### src/rtl/audio_frame_sched.sv
// ---------------------------------------------------------------------------
// audio_frame_sched
//   Per-frame sample scheduler feeding the pt8211_drive serializer. On each
//   driver request it presents the frame prepared during the previous period,
//   advances both phase accumulators and then sequences the next frame. That
//   sequence shares the single sine ROM between both channels, pops the stream
//   source at most once and applies per-channel attenuation.
//
// Ports
//   clk_1p5m_w   in   1   bit clock, shared with pt8211_drive
//   rst_n        in   1   asynchronous active-low reset
//   req          in   1   one-cycle frame request from the driver
//   rom_addr     out  8   sine ROM address (registered)
//   rom_data     in   16  sine ROM word, valid one cycle after rom_addr changes
//   stream_data  in   32  {left[31:16], right[15:0]} signed stream sample
//   stream_valid in   1   stream sample available
//   stream_ready out  1   stream pop strobe
//   cfg_we       in   1   register write strobe
//   cfg_addr     in   3   0=SRC 1=INC_L 2=INC_R 3=ATT{R,L} 4=CTRL{clr_err,en}
//   cfg_wdata    in   16  register write data
//   idata_left   out  16  left sample to driver
//   idata_right  out  16  right sample to driver
//   underrun     out  1   sticky: stream sample needed but none available
//   frame_miss   out  1   sticky: request arrived during a sequence
//   busy         out  1   sequence in progress
// ---------------------------------------------------------------------------
module audio_frame_sched #(
  parameter logic [3:0]  DEF_SRC   = 4'b0110,
  parameter logic [15:0] DEF_INC_L = 16'd715,
  parameter logic [15:0] DEF_INC_R = 16'd256
) (
  input  logic        clk_1p5m_w,
  input  logic        rst_n,
  input  logic        req,
  output logic [7:0]  rom_addr,
  input  logic [15:0] rom_data,
  input  logic [31:0] stream_data,
  input  logic        stream_valid,
  output logic        stream_ready,
  input  logic        cfg_we,
  input  logic [2:0]  cfg_addr,
  input  logic [15:0] cfg_wdata,
  output logic [15:0] idata_left,
  output logic [15:0] idata_right,
  output logic        underrun,
  output logic        frame_miss,
  output logic        busy
);

  typedef enum logic [2:0] {
    S_IDLE,
    S_ADDR_L,
    S_ADDR_R,
    S_CAP_L,
    S_CAP_R,
    S_STREAM,
    S_SCALE
  } state_t;

  // Configuration registers
  logic [3:0]  r_src;
  logic [15:0] r_inc_l;
  logic [15:0] r_inc_r;
  logic [7:0]  r_att;
  logic        r_en;

  // Sequencer state
  state_t             r_state;
  logic [3:0]         r_src_f;
  logic [7:0]         r_att_f;
  logic [15:0]        r_phase_l;
  logic [15:0]        r_phase_r;
  logic signed [15:0] r_raw_l;
  logic signed [15:0] r_raw_r;
  logic signed [15:0] r_hold_l;
  logic signed [15:0] r_hold_r;
  logic signed [15:0] r_next_l;
  logic signed [15:0] r_next_r;

  // Registered outputs
  logic [15:0] r_idata_l;
  logic [15:0] r_idata_r;
  logic [7:0]  r_rom_addr;
  logic        r_stream_ready;
  logic        r_underrun;
  logic        r_frame_miss;
  logic        r_busy;

  logic w_need_stream;
  logic w_clr_err;

  assign w_need_stream = (r_src_f[1:0] == 2'd3) || (r_src_f[3:2] == 2'd3);
  assign w_clr_err     = cfg_we && (cfg_addr == 3'd4) && cfg_wdata[1];

  assign idata_left   = r_idata_l;
  assign idata_right  = r_idata_r;
  assign rom_addr     = r_rom_addr;
  assign stream_ready = r_stream_ready;
  assign underrun     = r_underrun;
  assign frame_miss   = r_frame_miss;
  assign busy         = r_busy;

  // Per-channel source mux: mute, sine ROM word, sawtooth (phase read as
  // signed), or stream sample.
  function automatic logic signed [15:0] f_pick(
    input logic [1:0]         sel,
    input logic signed [15:0] raw,
    input logic [15:0]        phase,
    input logic signed [15:0] strm
  );
    logic signed [15:0] v;
    case (sel)
      2'd0:    v = '0;
      2'd1:    v = raw;
      2'd2:    v = $signed(phase);
      default: v = strm;
    endcase
    return v;
  endfunction

  // Attenuation by 0..15 bits, arithmetic so negative samples stay negative.
  function automatic logic signed [15:0] f_atten(
    input logic signed [15:0] s,
    input logic [3:0]         sh
  );
    return s >>> sh;
  endfunction

  always_ff @(posedge clk_1p5m_w or negedge rst_n) begin
    if (!rst_n) begin
      r_src   <= DEF_SRC;
      r_inc_l <= DEF_INC_L;
      r_inc_r <= DEF_INC_R;
      r_att   <= '0;
      r_en    <= 1'b1;
    end else if (cfg_we) begin
      case (cfg_addr)
        3'd0:    r_src   <= cfg_wdata[3:0];
        3'd1:    r_inc_l <= cfg_wdata;
        3'd2:    r_inc_r <= cfg_wdata;
        3'd3:    r_att   <= cfg_wdata[7:0];
        3'd4:    r_en    <= cfg_wdata[0];
        default: ;
      endcase
    end
  end

  always_ff @(posedge clk_1p5m_w or negedge rst_n) begin
    if (!rst_n) begin
      r_state        <= S_IDLE;
      r_src_f        <= '0;
      r_att_f        <= '0;
      r_phase_l      <= '0;
      r_phase_r      <= '0;
      r_raw_l        <= '0;
      r_raw_r        <= '0;
      r_hold_l       <= '0;
      r_hold_r       <= '0;
      r_next_l       <= '0;
      r_next_r       <= '0;
      r_idata_l      <= '0;
      r_idata_r      <= '0;
      r_rom_addr     <= '0;
      r_stream_ready <= 1'b0;
      r_underrun     <= 1'b0;
      r_frame_miss   <= 1'b0;
      r_busy         <= 1'b0;
    end else begin
      // Clear first so that a set later in this block takes priority.
      if (w_clr_err) begin
        r_underrun   <= 1'b0;
        r_frame_miss <= 1'b0;
      end

      case (r_state)
        // Frame boundary: present the prepared frame and start the next one
        S_IDLE: begin
          if (req) begin
            if (r_en) begin
              r_idata_l <= r_next_l;
              r_idata_r <= r_next_r;
              r_phase_l <= r_phase_l + r_inc_l;
              r_phase_r <= r_phase_r + r_inc_r;
              r_src_f   <= r_src;
              r_att_f   <= r_att;
              r_busy    <= 1'b1;
              r_state   <= S_ADDR_L;
            end else begin
              r_idata_l <= '0;
              r_idata_r <= '0;
              r_next_l  <= '0;
              r_next_r  <= '0;
            end
          end
        end
        // ROM address phase, left then right
        S_ADDR_L: begin
          r_rom_addr <= r_phase_l[15:8];
          r_state    <= S_ADDR_R;
        end
        S_ADDR_R: begin
          r_rom_addr <= r_phase_r[15:8];
          r_state    <= S_CAP_L;
        end
        // ROM capture phase, one cycle behind the address
        S_CAP_L: begin
          r_raw_l <= $signed(rom_data);
          r_state <= S_CAP_R;
        end
        S_CAP_R: begin
          r_raw_r        <= $signed(rom_data);
          r_stream_ready <= w_need_stream;
          r_state        <= S_STREAM;
        end
        // Stream pop; on starvation the held sample repeats
        S_STREAM: begin
          r_stream_ready <= 1'b0;
          if (r_stream_ready) begin
            if (stream_valid) begin
              r_hold_l <= $signed(stream_data[31:16]);
              r_hold_r <= $signed(stream_data[15:0]);
            end else begin
              r_underrun <= 1'b1;
            end
          end
          r_state <= S_SCALE;
        end
        // Select and attenuate into the next-frame registers
        S_SCALE: begin
          r_next_l <= f_atten(f_pick(r_src_f[1:0], r_raw_l, r_phase_l, r_hold_l), r_att_f[3:0]);
          r_next_r <= f_atten(f_pick(r_src_f[3:2], r_raw_r, r_phase_r, r_hold_r), r_att_f[7:4]);
          r_busy   <= 1'b0;
          r_state  <= S_IDLE;
        end
        default: begin
          r_stream_ready <= 1'b0;
          r_busy         <= 1'b0;
          r_state        <= S_IDLE;
        end
      endcase

      if (req && (r_state != S_IDLE)) begin
        r_frame_miss <= 1'b1;
      end
    end
  end

endmodule

### config.mk
export PLATFORM = sky130hd
export DESIGN_NAME = audio_frame_sched
export DESIGN_NICKNAME = d
export VERILOG_FILES = /design/src/rtl/audio_frame_sched.sv
export SDC_FILE = /design/constraint.sdc
export NUM_CORES = 1
export LEC_CHECK = 0
export ABC_AREA = 1
export BUFFER_PORTS_ARGS = -buffer_cell sky130_fd_sc_hd__buf_2
export CAP_MARGIN = 10
export CORE_ASPECT_RATIO = 1.2
export CORE_UTILIZATION = 35
export DETAILED_ROUTE_END_ITERATION = 10
export GPL_TIMING_DRIVEN = 0
export PLACE_DENSITY_LB_ADDON = 0.05
export SYNTH_ARGS = -nofsm -noshare
export SYNTH_HDL_FRONTEND = slang
export SYNTH_SLANG_ARGS = --single-unit
### constraint.sdc
create_clock -name clk_1p5m_w -period 1.84 [get_ports clk_1p5m_w]
set_input_delay 0.368 -clock clk_1p5m_w [delete_from_list [all_inputs] [get_ports clk_1p5m_w]]
set_output_delay 0.368 -clock clk_1p5m_w [all_outputs]
set_load 0.05 [all_outputs]
# Word level (Yosys, flattened, before mapping)
# Index checks and enable logic that the tools add are counted.
[totals] ff_bits=232 inputBits=72 output_inout_bits=44 elab_cells=95
[op_classes] add_sub_neg=2 n_eq_ne=18 shift=2 muxes=24 n_bitwise=1 reduce_logical=25
[op_table] operator="2-to-1 mux 16 bit" n=6
[op_table] operator="one-hot mux 16 bit (3 select lines)" n=2
[op_table] operator="one-hot mux 16 bit (2 select lines)" n=2
[op_table] operator="adder 16 bit" n=2
[op_table] operator=">>> shifter 16 x 4 -> 16 bit" n=2
[op_table] operator="one-hot mux 3 bit (6 select lines)" n=1
[op_table] operator="one-hot mux 8 bit (2 select lines)" n=1
[op_table] operator="AND reduction 2 bit" n=8
[op_table] operator="equality test 3 x 2 -> 1 bit, second input constant" n=4
[op_table] operator="equality test 3 bit, second input constant" n=4
[op_table] operator="OR reduction 5 bit" n=2
[op_table] operator="AND reduction 3 bit" n=3
[op_table] operator="equality test 2 bit, second input constant" n=4
[op_table] operator="2-to-1 mux 1 bit" n=8
[op_table] operator="equality test 3 x 1 -> 1 bit, second input constant" n=2
[op_table] operator="zero test 3 bit" n=2
[op_table] operator="2-to-1 mux 3 bit" n=2
[op_table] operator="nonzero test 2 bit" n=3
[op_table] operator="equality test 2 x 1 -> 1 bit, second input constant" n=2
[op_table] operator="zero test 2 bit" n=2
[op_table] operator="!= test 2 bit, second input constant" n=2
[op_table] operator="one-hot mux 1 bit (2 select lines)" n=2
[op_table] operator="logical AND 1 bit" n=3
[op_table] operator="nonzero test 3 bit" n=1
[op_table] operator="other kinds (2)" n=2

# Logic depth before layout (Yosys ltp)
[logic_depth] depth_word=7 depth_mapped=13 mapped_depth_nobuf=12

# Worst setup path after synthesis
# No wires, ideal clock.
[synth_timing] kind="reg-to-reg" startpoint="register r_inc_l[0]" endpoint="register r_phase_l[8]" setup_ps=130 t_arrival_ps=1563 required_ps=1710 path_slack_ps=146 stages_incl_launch_ff=9 path_buffers=0 synth_period_minus_slack_ps=1694 cell_sequence="dfstp_2 > ha_1 > fa_1 > nand3_1 > nand2_1 > a21oi_1 > or2_2 > nand3_1 > o21ai_0"
[synth_between] elab_chain_len=1
[synth_rtl] element="start, declared" line="62" rtl="logic [15:0] r_inc_l;"
[synth_rtl] element="start signal, assigned" line="139" rtl="3'd1: r_inc_l <= cfg_wdata;"
[synth_rtl] element="adder 16 bit" line="182" rtl="r_phase_l <= r_phase_l + r_inc_l;"
[synth_rtl] element="end signal, assigned" line="182"
[synth_rtl] element="end, declared" line="71" rtl="logic [15:0] r_phase_l;"
# No other way between the ends.
# A chain may end at the register's enable or synchronous reset.

# Final worst setup path
[layout_timing] startpoint="register r_phase_r[0]" endpoint="register r_phase_r[12]"
[layout_between] elab_chain_len=1
[layout_rtl] element="start, declared" line="72" rtl="logic [15:0] r_phase_r;"
[layout_rtl] element="start signal, assigned" line="183" rtl="r_phase_r <= r_phase_r + r_inc_r;"
[layout_rtl] element="adder 16 bit" line="183"
# No other way between the ends.

==> impl_metrics.tcl <==
set metrics [dict create \
    status "completed" \
    min_period_ns 1.761 \
    worstPathCellList "ha_2 > fa_2 > nand3_1 > nand2_1 > nand3_1 > nand3_1 > xor2_1 > o21ai_0" \
    cts-root-buf "clkbuf_16" \
    port_buffers 115 \
    dieWidth_um 175.5 \
    final.period_utilization_pct 95.69 \
    critical_path_class "flip-flop to flip-flop" \
    ys_seq_elements 232 \
    initial_core_util_pct 35.83 \
    drc 0 \
    fmax_ghz 0.5680 \
    cts_max_level 1 \
    synth_top_flop_cell "dfrtp_1" \
    holdWs_ns 0.03243 \
    crit_slowest_cell "dfrtp_1" \
    drtAntennaViolNets 0 \
    worstSetupEndpointType "flip-flop" \
    drtIter0Drc 626 \
    vias_per_cell 5.100 \
    clkSinkCount 232 \
    clkTransAtPathRegs_ns 0.06 \
    power.total_mw 28.22 \
    die-area_mm2 0.03689 \
    peakVddDrop_mv 0.9232 \
    leakagePower_nw 7.605 \
    critical_path.top_delay_family "adder cells" \
    seq_area_frac_synth_pct 46.02 \
    fin_ws_ns 0.07936 \
    p_per_area_mw_per_mm2 1814 \
    core-area_mm2 0.03528 \
    max_slew_margin_pct 56.92 \
    antenna_found_initial 1 \
    synth_area_mm2 0.01264 \
    num_antenna_cells 0 \
    fp-row-count 75 \
    clockBufferDepth 3 \
    fin_nets 1890 \
    clk_latency_ns 0.56 \
    cp_num_buf_inv 0 \
    final_cell_mix "nand2_1, nand3_1, dfrtp_1, o21ai_0, buf_2" \
    cts_tree "done" \
    slew_viol_final 0 \
    syn2layout_area_growth_pct 23.06 \
    grt_max_degree 95 \
    cpPeakStageDelay_ns 0.41 \
    synth_cells 1625 \
    rsz0062_at_grt "yes" \
    vias 11573 \
    crit_fanout 4 \
    hold_violations 0 \
    finalSetupViolations 0 \
    clock_skew_ns 0.01160 \
    synth.net_count 1729 \
    arrival_ns 2.24 \
    stdcell_count 2269 \
    required_ns 2.32 \
    grt_pass1_vias 11298 \
    synth-edff-count 0 \
    routed_wl_um 42350 \
    ioPinCount 116 \
    synth_area_per_cell_um2 7.780 \
    cts_buffers 27 \
    dp.cells 2204 \
    cpMostUsedCell "nand3_1" \
    max_cap_viol_count 0 \
    drt-wirelength-per-cell_um 18.66 \
    dp_hpwl_um 32300 \
    pre_cts_ws_ns -0.1854 \
    yosys_warnings 0 \
    grt.overflow.total 0 \
    first_pass_iters 6 \
    ys_types 39 \
    worstMarginPinSlew_ns 0.6462 \
    start_kind "flip-flop" \
    synthArstFlopShare_pct 100.0 \
    layout-drive-gt1-share_pct 21.53 \
    hold_class "input port to flip-flop" \
    grt_pass1_wl_um 65960 \
    grt_usage_pct 23.44 \
    die_y_um 210.2 \
    layout_commonest_cell "nand2_1" \
    gp_congestion 0.8832 \
]
final timing paths:
| kind | start | to | slack [ns] | cells after the start |
|---|---|---|---|---|
| worst max-delay path | r_phase_r[0]$_DFFE_PN0P_ | r_phase_r[12]$_DFFE_PN0P_ | 0.08 | 8 |
| worst min-delay path | stream_data[25] | r_hold_l[9]$_DFFE_PN0P_ | 0.03 | 2 |
| max in group asynchronous | rst_n | r_phase_l[12]$_DFFE_PN0P_ | 0.56 | 3 |
| worst max register to register | r_phase_r[0]$_DFFE_PN0P_ | r_phase_r[12]$_DFFE_PN0P_ | 0.08 | 8 |
| min in group asynchronous | rst_n | idata_right[1]$_DFFE_PN0P_ | 0.33 | 2 |
| worst min register to register | idata_left[9]$_DFFE_PN0P_ | idata_left[9]$_DFFE_PN0P_ | 0.48 | 2 |
sequential cells by signal, indices dropped and copies added (netlist names), 16 cells and up:
name	cells
r_hold_r	16
idata_right	16
r_raw_l	16
r_hold_l	16
r_next_r	16
r_raw_r	16
r_inc_r	16
r_inc_l	16
idata_left	16
r_phase_l	16
r_phase_r	16
r_next_l	16
power by group:
group          leakage (nW)  internal, mW  switching, mW
Clock                 0.447          3.33           2.26
Sequential             2.95          7.12           1.80
Combinational          4.21          4.79           8.92
Total                  7.60          15.2           13.0
synthesized netlist by cell type (5+ instances only):
library cell	instances	share of area (%)
nand3_2	7	0.55
clkbuf_1	35	1.0
nor2_2	8	0.40
nand2_1	508	15
inv_1	107	3.2
mux2_2	31	2.8
buf_4	9	0.53
nor2_1	36	1.1
xnor2_1	12	0.83
nand3_1	265	10
o21bai_1	6	0.36
dfstp_2	10	2.1
nand3b_1	6	0.36
a21o_1	5	0.30
buf_2	23	0.91
o21ai_0	190	7.5
nand4_1	37	1.8
xor2_1	5	0.35
a21oi_1	29	1.1
inv_2	7	0.21
ha_1	30	3.0
dfrtp_1	222	44
cells by family after synthesis:
family,count (synthesis),share of synthesized area [%]
AOI/OAI and AO/OA,246,10.21
xor gates and xnor gates,17,1.178
and+or+nand+nor,875,30.21
buffers and inverters,191,6.245
adders and majority gates,32,3.286
muxes,32,2.850
DFF,232,46.02
per-layer routing:
layer  routed length (um)  track usage (%)
met4                 1194            7.706
met5                   13                0
met1                19420            31.72
met3                 1455            2.471
met2                20260            39.11
per-stage QoR:
step / setup TNS (ns) / util (%) / instance area [um2]
after floorplan: 0 / - / 12640
final: 0 / 44.09 / 15560
after detailed placement: -8.788 / 39.28 / 13860
after global routing: -0.1284 / 44.09 / 15560
after CTS: -0.004134 / 42.15 / 14870
after global placement: -934.11 / 39.10 / 13800
timing repair:
action,CTS,global route
gates cloned,0,1
pin swaps,2,27
hold buffers,1,0
buffers inserted,2,11
setup endpoints to repair,106,112
gates resized for setup,24,144
endpoints found under the hold margin,63,0
area by class of cell:
type | instances | area, um2
plain buffers | 72 | 420.4
clock buffers | 38 | 767.0
clock inverters | 12 | 147.6
fillers | 3717 | 19730
inverters | 119 | 456.7
multi-input cells | 1203 | 6593
flip-flops and latches | 232 | 5831
well taps | 462 | 578.1
repair buffers | 131 | 764.5
Power figures use the tool's default switching activity.
